==> src/rtl/raycast_pkg.sv <==
// Shared raycaster constants: screen geometry, palette, sequencer states.
// Used by the slice calculator, the renderer and the VGA top level.
package raycast_pkg;

  localparam int SCREEN_W     = 160;
  localparam int SCREEN_H     = 120;
  localparam int CALC_TIMEOUT = 1023;

  localparam logic [2:0] CEIL_COLOUR  = 3'b001;
  localparam logic [2:0] WALL_COLOUR  = 3'b111;
  localparam logic [2:0] FLOOR_COLOUR = 3'b010;

  typedef enum logic [2:0] {
    S_IDLE,
    S_REQ,
    S_WAIT,
    S_LATCH,
    S_SETUP,
    S_DRAW,
    S_NEXT,
    S_DONE
  } state_t;

  function automatic logic [6:0] clamp_h(
    input logic [6:0] s,
    input logic [6:0] hmax
  );
    return (s > hmax) ? hmax : s;
  endfunction

endpackage

==> src/rtl/slice_column_painter.sv <==
// Paints one column: y counter, ceiling/wall/floor split, colour mux.
// Pixel outputs are registered; plot is high for exactly SCREEN_H cycles.
module slice_column_painter
  import raycast_pkg::*;
#(
  parameter int         SCREEN_H     = raycast_pkg::SCREEN_H,
  parameter logic [2:0] CEIL_COLOUR  = raycast_pkg::CEIL_COLOUR,
  parameter logic [2:0] WALL_COLOUR  = raycast_pkg::WALL_COLOUR,
  parameter logic [2:0] FLOOR_COLOUR = raycast_pkg::FLOOR_COLOUR
) (
  input  logic       clock,
  input  logic       reset,
  input  logic       start,
  input  logic [6:0] h,
  output logic [6:0] y,
  output logic [2:0] colour,
  output logic       plot,
  output logic       done
);

  logic [7:0] top;
  logic [7:0] bottom;
  logic [6:0] y_nxt;
  logic [2:0] col_nxt;

  // Wall band bounds and colour of the row about to be emitted.
  always_comb begin
    top     = (8'(SCREEN_H) - {1'b0, h}) >> 1;
    bottom  = top + {1'b0, h};
    y_nxt   = start ? 7'd0 : y + 7'd1;
    col_nxt = FLOOR_COLOUR;
    if ({1'b0, y_nxt} < top) begin
      col_nxt = CEIL_COLOUR;
    end else if ({1'b0, y_nxt} < bottom) begin
      col_nxt = WALL_COLOUR;
    end
    done = plot && (y == 7'(SCREEN_H - 1));
  end

  // Row sequencer: start loads row 0, then one row per cycle.
  always_ff @(posedge clock) begin
    if (reset) begin
      y      <= '0;
      colour <= '0;
      plot   <= 1'b0;
    end else if (start) begin
      y      <= y_nxt;
      colour <= col_nxt;
      plot   <= 1'b1;
    end else if (plot) begin
      if (done) begin
        y      <= '0;
        colour <= '0;
        plot   <= 1'b0;
      end else begin
        y      <= y_nxt;
        colour <= col_nxt;
      end
    end
  end

endmodule

==> src/rtl/column_slice_renderer.sv <==
// Frame sequencer: per column, request a slice height, then paint it.
// Owns the FSM, column counter and calculator timeout.
module column_slice_renderer
  import raycast_pkg::*;
#(
  parameter int         SCREEN_W     = raycast_pkg::SCREEN_W,
  parameter int         SCREEN_H     = raycast_pkg::SCREEN_H,
  parameter int         CALC_TIMEOUT = raycast_pkg::CALC_TIMEOUT,
  parameter logic [2:0] CEIL_COLOUR  = raycast_pkg::CEIL_COLOUR,
  parameter logic [2:0] WALL_COLOUR  = raycast_pkg::WALL_COLOUR,
  parameter logic [2:0] FLOOR_COLOUR = raycast_pkg::FLOOR_COLOUR
) (
  input  logic       clock,
  input  logic       reset,
  input  logic       start_frame,
  input  logic       end_calc,
  input  logic [6:0] slice_size,
  output logic       begin_calc,
  output logic [7:0] column_count,
  output logic [7:0] x,
  output logic [6:0] y,
  output logic [2:0] colour,
  output logic       plot,
  output logic       busy,
  output logic       frame_done
);

  localparam int TW = $clog2(CALC_TIMEOUT + 1);
  localparam logic [TW-1:0] TLAST = TW'(CALC_TIMEOUT - 1);

  state_t        state;
  state_t        state_nxt;
  logic [7:0]    col;
  logic [TW-1:0] tcnt;
  logic          timed_out;
  logic [6:0]    h_reg;
  logic          paint_start;
  logic          paint_done;
  logic          last_col;
  logic          wait_expired;

  assign last_col     = (col == 8'(SCREEN_W - 1));
  assign wait_expired = (tcnt == TLAST);
  assign column_count = col;
  assign x            = col;

  // State register.
  always_ff @(posedge clock) begin
    if (reset) begin
      state <= S_IDLE;
    end else begin
      state <= state_nxt;
    end
  end

  // Next-state and control strobes.
  always_comb begin
    state_nxt   = state;
    begin_calc  = 1'b0;
    busy        = 1'b1;
    frame_done  = 1'b0;
    paint_start = 1'b0;
    unique case (state)
      S_IDLE: begin
        busy = 1'b0;
        if (start_frame) state_nxt = S_REQ;
      end
      S_REQ: begin
        begin_calc = 1'b1;
        state_nxt  = S_WAIT;
      end
      S_WAIT: begin
        if (end_calc || wait_expired) state_nxt = S_LATCH;
      end
      S_LATCH: state_nxt = S_SETUP;
      S_SETUP: begin
        paint_start = 1'b1;
        state_nxt   = S_DRAW;
      end
      S_DRAW: begin
        if (paint_done) state_nxt = S_NEXT;
      end
      S_NEXT: state_nxt = last_col ? S_DONE : S_REQ;
      S_DONE: begin
        busy       = 1'b0;
        frame_done = 1'b1;
        state_nxt  = S_IDLE;
      end
      default: state_nxt = S_IDLE;
    endcase
  end

  // Column counter, calculator timeout and height capture.
  always_ff @(posedge clock) begin
    if (reset) begin
      col       <= '0;
      tcnt      <= '0;
      timed_out <= 1'b0;
      h_reg     <= '0;
    end else begin
      unique case (state)
        S_IDLE: begin
          if (start_frame) col <= '0;
        end
        S_REQ: begin
          tcnt      <= '0;
          timed_out <= 1'b0;
        end
        S_WAIT: begin
          tcnt <= tcnt + 1'b1;
          if (!end_calc && wait_expired) timed_out <= 1'b1;
        end
        S_LATCH: begin
          h_reg <= timed_out ? 7'd0
                             : clamp_h(slice_size, 7'(SCREEN_H));
        end
        S_NEXT: begin
          if (!last_col) col <= col + 8'd1;
        end
        default: ;
      endcase
    end
  end

  slice_column_painter #(
    .SCREEN_H    (SCREEN_H),
    .CEIL_COLOUR (CEIL_COLOUR),
    .WALL_COLOUR (WALL_COLOUR),
    .FLOOR_COLOUR(FLOOR_COLOUR)
  ) u_painter (
    .clock (clock),
    .reset (reset),
    .start (paint_start),
    .h     (h_reg),
    .y     (y),
    .colour(colour),
    .plot  (plot),
    .done  (paint_done)
  );

endmodule

==> config.mk <==
export PLATFORM = sky130hd
export DESIGN_NAME = column_slice_renderer
export DESIGN_NICKNAME = d
export VERILOG_FILES = /design/src/rtl/raycast_pkg.sv /design/src/rtl/slice_column_painter.sv /design/src/rtl/column_slice_renderer.sv
export SDC_FILE = /design/constraint.sdc
export NUM_CORES = 1
export LEC_CHECK = 0
export CORE_MARGIN = 2
export CORE_UTILIZATION = 45
export DETAILED_ROUTE_END_ITERATION = 16
export GPL_ROUTABILITY_DRIVEN = 0
export GPL_TIMING_DRIVEN = 1
export PLACE_DENSITY = 0.76
export SLEW_MARGIN = 15
export SYNTH_ARGS = -nofsm -noshare
export SYNTH_HDL_FRONTEND = slang
export SYNTH_SLANG_ARGS = --single-unit
==> constraint.sdc <==
create_clock -name clock -period 3.9 [get_ports clock]
set_input_delay 0.78 -clock clock [delete_from_list [all_inputs] [get_ports clock]]
set_output_delay 0.78 -clock clock [all_outputs]
set_load 0.02 [all_outputs]
==> impl_metrics.yaml <==
logic_synthesis:
  yosys_warnings: 0
  syn-instance-count: 328
  avgSynthCellArea_sq_um: 8.20
  ys.flop_type: "sky130_fd_sc_hd__dfxtp_1"
  yosysTopAreaCellShare: 0.298
  synth.distinct_cells: 58
  ys_ff_latch: 40
  synth_largest_area_cell: "sky130_fd_sc_hd__dfxtp_1"
  mappedNetlistArea_sq_um: 2690
  mappedNetlistNets: 365
  synth.yosys.seq_area_share: 0.298
  asyncSetResetFlopFracSynth: 0
  post_synth_main_area_contributors: "sky130_fd_sc_hd__dfxtp_1, sky130_fd_sc_hd__ha_1, sky130_fd_sc_hd__nor2_1"
  synth-edff-count: 0
grt:
  grt_first_pass_wirelength_um: 9570
  number_of_antenna_violations_at_the_first_check_in_global_routing: 0
  grt_remaining_overflow: 0
  pin_count_of_the_biggest_net_entering_global_routing: 26
  vias_in_the_first_global_route: 2134
  track_usage: 0.183
critical_path:
  crit_path_max_fanout: 6
  worst_path_max_delay_cell: "sky130_fd_sc_hd__dfxtp_1"
  worstPathRequired_ps: 4080
  worst-endpoint-arrival_ps: 3720
  timing.critical_path.cells: "inv_1, ha_1, nand2b_1, nand2_1, xor2_1, ha_1, nand2_1, a21o_1, and4b_1, a2111oi_0, ha_1, nand2_1, nor4_1, a21oi_1, nor4_2, o31ai_1"
  crit_path_end_kind: "flop"
  max_stage_delay_ps: 420
  criticalPathCategory: "flop to flop"
  critPathLaunchType: "flop"
clock_tree:
  post-cts-setup-buffers: 0
  clk-insertion-delay-late_ps: 300
  ctsHoldBuffers: 0
  worst_setup_hold_path_clk_slew_ps: 70
  cts_tree: "done"
  clockRootBuffer: "sky130_fd_sc_hd__clkbuf_8"
  cts_made_buffers: 5
  ctsResizeCount: 0
  htree_levels: 2
  max-clock-path-buffers: 2
  numClockSinks: 40
detailed_routing:
  routed_wirelength_um: 5700
  route.antenna.remaining_nets: 0
  drt-wirelength-per-cell_um: 13.2
  dr.pass1.iters: 5
  detailroute.via_count: 2397
  detailedRoute.firstIterationViolations: 150
  viasPerCell: 5.54
  remaining_drc_errors: 0
final_layout:
  final_core_utilization: 0.547
  largest_register_ffs: 10
  net_count_of_the_finished_layout: 394
  areaGrowthSynthToFinish_pct: 18.9
  registers.top_by_ff_count: "tcnt"
  insertedDiodeCount: 0
  final_layout_size_suffix_gt1_frac: 0.0559
floorplanning:
  floorplan.die.height_um: 81.3
  floorplan.initialDensity: 0.460
  coreArea_sq_um: 5850
  die_area_sq_um: 6610
  floorplan.io_pins: 41
  chipWidth_um: 81.3
  std_cell_rows: 28
sta:
  period_share: 0.909
  rsz_0062_raised_after_global_routing: "false"
  setup-tns-final_ps: 0
  timing.final.max_slew_violations: 0
  setup_viol: 0
  worst_slew_margin_rel: 0.552
  clock_skew_ps: 9.50
  final.min_clock_period_ps: 3550
  worst_slew_pin_slew_ps: 669
  final_critical_path_setup_slack_ps: 354
  maxClockFrequency_mhz: 282
  report.final.hold_viol_count: 0
placement:
  place_ws_ps: 370
  io_buffer_count: 40
  dpl.hpwl_um: 4380
power:
  leakage_uw: 0.00124
  peakVddDrop_mv: 0.170
  power.density_cell_area_nw_per_um2: 295
flow_run:
  drv_cap: 0
worst_hold_path:
  min-delay-path-class: "flop to flop"
outcome:
  outcome: "complete, no violations"
==> path summary, 6_finish.rpt <==
path | depth (start not counted) | slack (ps) | to | from
max reg2reg | 16 | 350 | u_painter.colour[2] | h_reg[1]
max | 16 | 350 | u_painter.colour[2] | h_reg[1]
min | 2 | 470 | u_painter.colour[1] | u_painter.colour[1]
min reg2reg | 2 | 470 | u_painter.colour[1] | u_painter.colour[1]
==> where the power goes <==
group          internal (uW)  switching, uW  leakage [uW]  total [uW]
combinational           73.8           92.8      0.000860         167
sequential               419           21.3      0.000323         440
clock                    189            149     0.0000541         338
==> kinds of logic after synthesis <==
kind of cell,count (synthesis),share of synthesized area
buffers and inverters,35,0.0633
and+or+nand+nor,130,0.248
DFF,40,0.298
xor gates and xnor gates,19,0.0619
muxes,5,0.0205
AOI/OAI and AO/OA,73,0.188
adders and majority gates,26,0.121
==> cells in the final DEF, fill, tap and decap left out, types with 3 or more instances in the layout <==
cell / count
sky130_fd_sc_hd__a211oi_1: 4
sky130_fd_sc_hd__a21o_1: 3
sky130_fd_sc_hd__a21oi_1: 24
sky130_fd_sc_hd__a22o_1: 6
sky130_fd_sc_hd__a22oi_1: 5
sky130_fd_sc_hd__clkbuf_8: 5
sky130_fd_sc_hd__clkdlybuf4s50_1: 40
sky130_fd_sc_hd__dfxtp_1: 40
sky130_fd_sc_hd__ha_1: 26
sky130_fd_sc_hd__inv_1: 14
sky130_fd_sc_hd__mux2_1: 3
sky130_fd_sc_hd__nand2_1: 28
sky130_fd_sc_hd__nand2b_1: 4
sky130_fd_sc_hd__nand3_1: 17
sky130_fd_sc_hd__nor2_1: 38
sky130_fd_sc_hd__nor3_1: 9
sky130_fd_sc_hd__nor3b_1: 4
sky130_fd_sc_hd__o211ai_1: 4
sky130_fd_sc_hd__o21a_1: 3
sky130_fd_sc_hd__o21ai_0: 4
sky130_fd_sc_hd__o21ai_1: 6
sky130_fd_sc_hd__o31ai_1: 3
sky130_fd_sc_hd__or3_1: 4
sky130_fd_sc_hd__xnor2_1: 11
sky130_fd_sc_hd__xor2_1: 8
==> synth_stat cells, drive strengths merged (4+ instances only) <==
master and n:
nor3 11, buf 14, nand2b 4, nor2 38, mux2 4, a22oi 5
o21ai 10, or2 4, xor2 8, o211ai 4, nand3 17, clkbuf 5
ha 26, or3 4, nand2 28, inv 16, a21oi 24, dfxtp 40
nor3b 5, xnor2 11, a22o 6, a211oi 4
==> worst max-delay path: cells and delay by family (launching register included) <==
family,cells,cell delay (ps)
and+or+nand+nor,7,1140
xor gates and xnor gates,1,170
DFF,1,420
adders and majority gates,3,760
AOI/OAI and AO/OA,4,830
buffers and inverters,1,100
==> through the flow <==
stage,instance area [sq um],power (uW),hold WS [ps],instances
finish,3200,945,467,433
global route,3200,996,505,433
CTS,3190,954,471,433
detailed placement,3080,616,460,425
global placement,3080,611,459,425
floorplan,2690,566,478,328
==> routing by layer <==
metal,routed length (um),up-vias,share of wire,track usage
li1,-,1222,-,-
met1,2620,1115,0.46,0.231
met2,2800,51,0.49,0.309
met3,195,9,0.034,0.0467
met4,84,0,0.015,0.0475
met5,0,-,0,0
==> area by class of cell <==
class	count	area, sq um
fill	538	2650
multi-input combinational	253	1730
sequential	40	801
timing repair buffer	41	408
tap	75	93.8
clock buffer	5	68.8
inverter	16	60.1
clock inverter	3	42.5
No activity file was read; power rests on OpenSTA's default activity.
